`src/rtl/alu_exec_unit_if.sv`:
```
// Operand/control bundle into the execute unit and its registered results back out.
// master drives operands and controls; slave is the execute unit itself.
interface alu_exec_unit_if;
    logic        in_valid;
    logic [1:0]  alu_op;
    logic [5:0]  funct;
    logic        branch;
    logic [31:0] data_in0;
    logic [31:0] data_in1;
    logic [3:0]  operation;
    logic [31:0] result;
    logic        zero;
    logic        take_branch;
    logic        illegal;
    logic        out_valid;

    modport master (
        output in_valid, alu_op, funct, branch, data_in0, data_in1,
        input  operation, result, zero, take_branch, illegal, out_valid
    );

    modport slave (
        input  in_valid, alu_op, funct, branch, data_in0, data_in1,
        output operation, result, zero, take_branch, illegal, out_valid
    );
endinterface

```
`src/rtl/alu_exec_unit.sv`:
```
// Execute stage: ALU control decode, 32-bit ALU with zero detect and branch gate,
// all outputs registered with one cycle of latency.
module alu_exec_unit (
    input  logic             clk,
    input  logic             reset_n,
    alu_exec_unit_if.slave   bus
);

    typedef enum logic [3:0] {
        OP_AND = 4'b0000,
        OP_OR  = 4'b0001,
        OP_ADD = 4'b0010,
        OP_SUB = 4'b0110,
        OP_SLT = 4'b0111,
        OP_NOR = 4'b1100,
        OP_ILL = 4'b1111
    } aluOp_e;

    aluOp_e      opNext;
    logic [31:0] resultNext;
    logic        illegalNext;
    logic        zeroNext;

    always_comb begin
        opNext = OP_ILL;
        case (bus.alu_op)
            2'b00: opNext = OP_ADD;
            2'b01: opNext = OP_SUB;
            2'b11: opNext = OP_OR;
            default: begin
                case (bus.funct)
                    6'b100000: opNext = OP_ADD;
                    6'b100010: opNext = OP_SUB;
                    6'b100100: opNext = OP_AND;
                    6'b100101: opNext = OP_OR;
                    6'b100111: opNext = OP_NOR;
                    6'b101010: opNext = OP_SLT;
                    default:   opNext = OP_ILL;
                endcase
            end
        endcase
    end

    always_comb begin
        resultNext  = '0;
        illegalNext = 1'b0;
        case (opNext)
            OP_AND: resultNext = bus.data_in0 & bus.data_in1;
            OP_OR:  resultNext = bus.data_in0 | bus.data_in1;
            OP_ADD: resultNext = bus.data_in0 + bus.data_in1;
            OP_SUB: resultNext = bus.data_in0 - bus.data_in1;
            OP_SLT: resultNext = {31'b0, ($signed(bus.data_in0) < $signed(bus.data_in1))};
            OP_NOR: resultNext = ~(bus.data_in0 | bus.data_in1);
            default: begin
                resultNext  = '0;
                illegalNext = 1'b1;
            end
        endcase
        zeroNext = (resultNext == '0) && !illegalNext;
    end

    // Data outputs only load on valid edges; out_valid tracks in_valid every edge.
    always_ff @(posedge clk or negedge reset_n) begin
        if (!reset_n) begin
            bus.operation   <= '0;
            bus.result      <= '0;
            bus.zero        <= 1'b0;
            bus.take_branch <= 1'b0;
            bus.illegal     <= 1'b0;
            bus.out_valid   <= 1'b0;
        end else begin
            bus.out_valid <= bus.in_valid;
            if (bus.in_valid) begin
                bus.operation   <= opNext;
                bus.result      <= resultNext;
                bus.zero        <= zeroNext;
                bus.take_branch <= bus.branch & zeroNext;
                bus.illegal     <= illegalNext;
            end
        end
    end

endmodule

```
`src/flat_wrapper.sv`:
```
// flat-port wrapper written by rule: the top's interface ports become plain ports
module alu_exec_unit_flat 
  (clk, reset_n, bus_in_valid, bus_alu_op, bus_funct, bus_branch, bus_data_in0, bus_data_in1, bus_operation, bus_result, bus_zero, bus_take_branch, bus_illegal, bus_out_valid);
  alu_exec_unit_if bus_i ();
  input  logic clk;
  input  logic reset_n;
  input wire logic [$bits(bus_i.in_valid)-1:0] bus_in_valid;
  input wire logic [$bits(bus_i.alu_op)-1:0] bus_alu_op;
  input wire logic [$bits(bus_i.funct)-1:0] bus_funct;
  input wire logic [$bits(bus_i.branch)-1:0] bus_branch;
  input wire logic [$bits(bus_i.data_in0)-1:0] bus_data_in0;
  input wire logic [$bits(bus_i.data_in1)-1:0] bus_data_in1;
  output wire logic [$bits(bus_i.operation)-1:0] bus_operation;
  output wire logic [$bits(bus_i.result)-1:0] bus_result;
  output wire logic [$bits(bus_i.zero)-1:0] bus_zero;
  output wire logic [$bits(bus_i.take_branch)-1:0] bus_take_branch;
  output wire logic [$bits(bus_i.illegal)-1:0] bus_illegal;
  output wire logic [$bits(bus_i.out_valid)-1:0] bus_out_valid;
  assign bus_i.in_valid = bus_in_valid;
  assign bus_i.alu_op = bus_alu_op;
  assign bus_i.funct = bus_funct;
  assign bus_i.branch = bus_branch;
  assign bus_i.data_in0 = bus_data_in0;
  assign bus_i.data_in1 = bus_data_in1;
  assign bus_operation = bus_i.operation;
  assign bus_result = bus_i.result;
  assign bus_zero = bus_i.zero;
  assign bus_take_branch = bus_i.take_branch;
  assign bus_illegal = bus_i.illegal;
  assign bus_out_valid = bus_i.out_valid;
  alu_exec_unit u_core (.clk(clk), .reset_n(reset_n), .bus(bus_i));
endmodule
```
`config.mk`:
```
export PLATFORM = sky130hd
export DESIGN_NAME = alu_exec_unit_flat
export DESIGN_NICKNAME = d
export VERILOG_FILES = /design/src/rtl/alu_exec_unit_if.sv /design/src/rtl/alu_exec_unit.sv /design/src/flat_wrapper.sv
export SDC_FILE = /design/constraint.sdc
export NUM_CORES = 1
export LEC_CHECK = 0
export BUFFER_PORTS_ARGS = -buffer_cell sky130_fd_sc_hd__buf_4
export CAP_MARGIN = 0
export CORE_ASPECT_RATIO = 2
export CORE_MARGIN = 10
export CORE_UTILIZATION = 40
export CTS_BUF_LIST = sky130_fd_sc_hd__clkbuf_4 sky130_fd_sc_hd__clkbuf_8 sky130_fd_sc_hd__clkbuf_16
export CTS_CLUSTER_DIAMETER = 80
export DETAILED_ROUTE_END_ITERATION = 6
export SLEW_MARGIN = 30
export SYNTH_ARGS = -nofsm -noshare
export SYNTH_HDL_FRONTEND = slang
export SYNTH_SLANG_ARGS = --single-unit
```
`constraint.sdc`:
```
create_clock -name clk -period 0.8 [get_ports clk]
set_clock_uncertainty 0.15 [all_clocks]
set_input_delay 0.16 -clock clk [delete_from_list [all_inputs] [get_ports clk]]
set_output_delay 0.16 -clock clk [all_outputs]
set_load 0.1 [all_outputs]
```
Word level (Yosys, flattened, before mapping) --
Cells that the tools add are included.
Word-level totals: logic and storage cells 35, bits in registers 40, input bits 76, output and inout port bits 40
Operators by class: add/subtract/negate cells 2, reduce and logical (&&, ||, !) cells 5, multiplexer cells 4, magnitude comparators 1, equal/unequal tests 13, bitwise operators 4
Operators with widths (number):
- 32-bit case mux with 6 select lines | 1
- 6-bit == test (second input constant) | 6
- 32-bit adder | 1
- 32-bit bitwise AND | 1
- 32-bit logical NOT | 1
- 32-bit < comparator | 1
- 32-bit inverter | 1
- 32-bit OR | 1
- 32-bit subtractor | 1
- 4-bit case mux with 6 select lines | 1
- 4-bit case mux with 3 select lines | 1
- 4-bit by 3-bit == test with 1-bit output (second input constant) | 2
- 6-bit OR reduction | 1
- 4-bit by 1-bit == test with 1-bit output (second input constant) | 1
- 4-bit by 2-bit == test with 1-bit output (second input constant) | 1
- 4-bit == test (second input constant) | 1
- 4-bit logical NOT | 1
- 2-bit by 1-bit == test with 1-bit output (second input constant) | 1
- 2-bit == test (second input constant) | 1
- 2-bit logical NOT | 1
- 1-bit bitwise AND | 1
- 1-bit logical AND | 1
- 1-bit two-way mux | 1

Logic depth before layout (Yosys ltp) --
word-level depth 8, depth in mapped cells 15, gate-level depth less buffers 15

Worst setup path before layout --
OpenSTA, ideal clock, no wires.
path type input-to-reg, from in bus_data_in1[0], to reg u_core.bus.take_branch, setup slack -2280 ps, stages 13, buffers on the path 0, data arrival time 2852 ps, data required time 572 ps, setup time 78 ps, path through ha_1 -> fa_1 -> a21o_1 -> a221o_2 -> a21oi_2 -> o31a_1 -> o21ai_1 -> mux2_2 -> a221oi_1 -> nand4b_1 -> nor4_1 -> nand4_1 -> o2bb2ai_1
Between the ends: cells in the longest elaborated chain, start to end 6, elaborated cells between the ends (all ways) 10, those cells by class add/sub: 2; order compare: 1; mux: 1; bitwise: 4; reduce/logical: 2
Ends and longest elaborated chain:
- from (decl) | RTL line flat_wrapper.sv:12 | input wire logic [$bits(bus_i.data_in1)-1:0] bus_data_in1;
- branches (longest 2 deep; another with 32-bit subtractor)
- 32-bit case mux with 6 select lines (*) | RTL line alu_exec_unit.sv:47 | case (opNext)
- 32-bit logical NOT (*) | RTL line alu_exec_unit.sv:59 | zeroNext = (resultNext == '0) && !illegalNext;
- 1-bit logical AND (*) | RTL line alu_exec_unit.sv:59
- 1-bit bitwise AND (*) | RTL line alu_exec_unit.sv:77 | bus.take_branch <= bus.branch & zeroNext;
- to (signal assigned) | RTL line alu_exec_unit.sv:77
- to (decl) | RTL line alu_exec_unit_if.sv:24 | output operation, result, zero, take_branch, illegal, out_valid
Every way passes the cells marked *. A chain may end at the register's enable or synchronous reset.

Worst setup path after layout --
from in bus_data_in1[3], to reg u_core.bus.take_branch
The elaborated chain is that of the path after synthesis.

==> impl_summary.md <==
Synth
Ranked by total cell area, the synthesized netlist is headed by sky130_fd_sc_hd__ha_1 (17%), sky130_fd_sc_hd__dfrtp_1 (14%), sky130_fd_sc_hd__a21oi_1 (6.5%). Counting every instance in the synthesized netlist gives just under 1000. The number of different library cells used by synthesis comes to 92. The area share of fa/ha/maj cells after synthesis is 0.172. Counting flops with an async set or reset pin after synthesis yields a share of 1.00.

The synthesized area divided by synthesized cell count is roughly 7.4 um2. The XOR/XNOR share of the synthesized area is 0.0156. The area fraction of the dominant cell type after synthesis is 0.167. Counting flops and latches in the post-synthesis netlist gives 40. The cell area that synthesis handed to floorplanning was 7280 um2. The post-synth net total is ~1200. For this run, the register share of the synthesized area comes to 0.138. The leading cell type by number of instances after synthesis is sky130_fd_sc_hd__nor2_1. The multiplexer area fraction after synthesis is 0.0134. Ranked by instance count, the synthesized netlist is headed by sky130_fd_sc_hd__nor2_1 (104), sky130_fd_sc_hd__ha_1 (97), sky130_fd_sc_hd__inv_1 (95). The cell accounting for the most synthesized area is sky130_fd_sc_hd__ha_1. The complex-gate fraction of the synthesized area is 0.359. The dominant combinational cell family by area after synthesis is compound AO/OA/AOI/OAI gates. The post-synthesis share of cell area spent on and, or, nand and nor gates is 0.213.

The flip-flop cell with the highest count after synthesis is sky130_fd_sc_hd__dfrtp_1. Counting flops with a built-in enable in the synthesized netlist gives 0. Yosys printed 0 warnings.

GRT
The global routing usage on met2 is 0.649. The number of antenna violations at the first check in global routing came to 1. The aggregate global-route resource usage is 0.350. The leftover overflow at the end of global routing is 0.

The via count of the first global-routing pass is 11600. The first global-routing pass estimated 65100 um of wire. In the global route stage, met1 resource usage came out at 0.292. The met3 track utilization from global routing is 0.0603.

The layer with the highest usage after global routing is met2. The pin count of the biggest net entering global routing is 62.

Power and ir drop
VDD sags by at most 1510 uV. Power comes to 20.1 mW. Dividing total power by cell area gives a power density of 1340 nW/um2. The reported leakage power is 6.77 nW.

Run status
The run finished, with violations left. The final reports fail on setup timing.

Clocking
The later-pin clock latency in the skew report is 0.29 ns. The tree built by TritonCTS fans out to 40 sinks. No sink is reached through more buffers than the 2 on the longest clock path.

The clock tree from TritonCTS is yes. The root buffer cell chosen for the clock tree is sky130_fd_sc_hd__clkbuf_16. Clock tree synthesis inserted a total of 5 buffers.

The count of H-tree levels built during CTS is 2. The post-CTS clock slew at the launch and capture registers of the worst setup and hold paths is 0.07 ns.

Timing
For the finished layout, the period the worst path requires is 3.49 ns. The total count of hold-check failures in the final report is 0. Setup total negative slack on the finished layout was measured at -83.77 ns. Setup repair after global routing could not meet its margin everywhere. In this run the tightest slew margin relative to its limit is 0.541. The measured slew at the worst slew-check pin is 0.689 ns. Setup violations remaining at the end of the flow were counted as 79.

Across all setup checks in the final design, the least slack found is -2.69 ns. The max-slew violation total from the final report was 0. Dividing the final minimum period by the clock period gives 4.36. The achievable clock frequency is 287 MHz.

Drt
For this block, the initial DRC count from the detailed router was 984. In the final routed layout, each cell accounts on average for 27.4 um. The detailed-route wire length is between 40000 and 50000 um. The detailed-route via count is 11100. The routed via count divided by cell count is 6.34. The count of nets left with antenna violations once routing finished came out at 0. The first-pass detailed-route iteration total is 5. The detailed-route DRC error count is 0.

Floorplan
The floorplan row count is 69. The number of top-level pins is 116. In this run the horizontal extent of the chip is 115 um. The die covers 24300 um2. For this configuration, the core starts out at a cell density of 0.407. The region available for standard cell placement spans 17900 um2. The die is around 210 um tall.

Critical path
Data on the critical path is required at its endpoint by 0.87 ns. The maximum cell stage delay along the critical path is 0.59 ns. The worst setup path startpoint is bus_data_in1[3]. For this design, the slowest cell found on the critical path is sky130_fd_sc_hd__a2111oi_4. The critical path ends at u_core.bus.take_branch.

The critical path's top delay family is simple AND/OR/NAND/NOR gates. The category of the most critical setup path is input pin to flop. STA classifies the critical path endpoint as a flop. The start of the worst register-to-register path is u_core.bus.result[30]. Along the worst path, the maximum fanout reaches 5.

The terminus of the critical flop-to-flop path is u_core.bus.result[30]. For the worst setup path, the data arrival time is 3.56 ns. The critical path buffer and inverter count is 6. The register-to-register setup slack is -0.40 ns. The critical path runs through a total of 17 cells. The signal on the critical path passes through buf_8, inv_6, ha_4, buf_6, nor3_4, buf_6, o21ai_4, a2111oi_4, buf_4, buf_4, nor4_1, o22a_1, nor4_4, nand4_1, nor4_4, nand4_1, o2bb2ai_1. The worst reg2reg path depth is 4. The startpoint type of the worst setup path is an input pin.

Min path
The worst hold path class is input pin to flop.

Layout
The final-layout fill cell count is ~1000. The area growth from synthesis to layout is 107%. 0 antenna diodes ended up in the layout. For this run, the post-layout net count is 1719. Of the cells placed in the final design, the portion with a size suffix greater than 1 is 0.614.

Placement
OpenSTA, run right after detailed placement, puts the worst setup slack at -3.17 ns. The final estimated routing congestion in global placement is 1.05. The wire-length estimate of the detail-placed layout is about 32000 um. In this run the tool buffered the top-level ports with 115 buffer cells.

Job
Max-cap violations in this run came to 0.
## cells by family (layout without fill, tap and decap cells)
logic type | Yosys count | in the layout
AOI/OAI and AO/OA | 361 | 361
and+or+nand+nor | 305 | 305
buffers and inverters | 159 | 718
adders and majority gates | 99 | 99
DFF | 40 | 40
xor gates and xnor gates | 13 | 13
muxes | 9 | 9
## power by group
group	leakage (nW)	internal, mW	switching (mW)
sequential	0.433	2.52	0.384
clock	0.0798	1.47	0.990
combinational	6.25	6.59	8.18
total	6.77	10.6	9.55
## through the flow
stage               instance area, um2  hold WS [ns]  cells  utilization
floorplan                         8090        -0.286    986            -
global placement                 12000       -0.0441   1665        0.671
detailed placement               12000       -0.0393   1665        0.671
CTS                              14400      -0.00785   1729        0.808
global route                     15000        0.0845   1758        0.841
finish                           15000        0.0881   1758        0.841
## layout make-up
type,count,area (um2),area share
clock inverters,3,42.5,0.00283
repair buffers,613,5570,0.370
inverters,97,447,0.0297
clock buffers,5,125,0.00832
flip-flops and latches,40,1150,0.0763
well taps,213,267,0.0177
multi-input cells,787,7440,0.495
## worst min-delay path by stage
stage,start,end,slack (ns),depth (start not counted)
floorplan,reset_n,u_core.bus.take_branch,-0.29,0
global placement,reset_n,u_core.bus.out_valid,-0.04,2
detailed placement,reset_n,u_core.bus.out_valid,-0.04,2
CTS,bus_branch,u_core.bus.take_branch,-0.008,3
global route,bus_branch,u_core.bus.take_branch,0.08,3
finish,bus_branch,u_core.bus.take_branch,0.09,3
## registers in the layout (all words and copies together) (netlist names)
name	count
u_core.bus.illegal	1
u_core.bus.operation	4
u_core.bus.out_valid	1
u_core.bus.result	32
u_core.bus.take_branch	1
u_core.bus.zero	1
## timing repair
action,in CTS,in global routing
buffers inserted,72,38
pin swaps,121,73
endpoints found under the hold margin,41,0
endpoints found under the setup margin,80,79
hold buffers,1,0
resized for setup,411,84
## tightest hold or removal path, cell delays in order
cell	delay (ns)
sky130_fd_sc_hd__buf_4	0.08
sky130_fd_sc_hd__inv_1	0.10
sky130_fd_sc_hd__o2bb2ai_1	0.16
## cell usage in the layout (no fill, tap or decap), types with 9 or more instances in the layout
cell type and instances:
sky130_fd_sc_hd__xnor2_1 10, sky130_fd_sc_hd__ha_4 21, sky130_fd_sc_hd__nand3_1 14, sky130_fd_sc_hd__nand2_1 43
sky130_fd_sc_hd__inv_4 11, sky130_fd_sc_hd__nand4_1 16, sky130_fd_sc_hd__buf_8 9, sky130_fd_sc_hd__o21ai_1 11
sky130_fd_sc_hd__buf_12 52, sky130_fd_sc_hd__o31ai_1 9, sky130_fd_sc_hd__ha_1 70, sky130_fd_sc_hd__buf_6 63
sky130_fd_sc_hd__a21o_1 9, sky130_fd_sc_hd__a21oi_1 55, sky130_fd_sc_hd__a21oi_2 32, sky130_fd_sc_hd__buf_4 487
sky130_fd_sc_hd__nor3_1 11, sky130_fd_sc_hd__a221o_1 19, sky130_fd_sc_hd__o211ai_1 12, sky130_fd_sc_hd__dfrtp_4 39
sky130_fd_sc_hd__nor2b_1 11, sky130_fd_sc_hd__o21ai_0 21, sky130_fd_sc_hd__inv_1 65, sky130_fd_sc_hd__o21ai_2 15
sky130_fd_sc_hd__nor2_1 93, sky130_fd_sc_hd__nor2_4 9, sky130_fd_sc_hd__inv_2 15
## routing by layer
layer	wire length, um	share of wire	vias to the layer above
met2	24700	0.51	719
met4	6020	0.13	2
met1	14000	0.29	5295
met3	3360	0.070	351
li1	-	-	4772
met5	13	0.00027	-
Note: power is estimated with default switching activity, not from simulation.
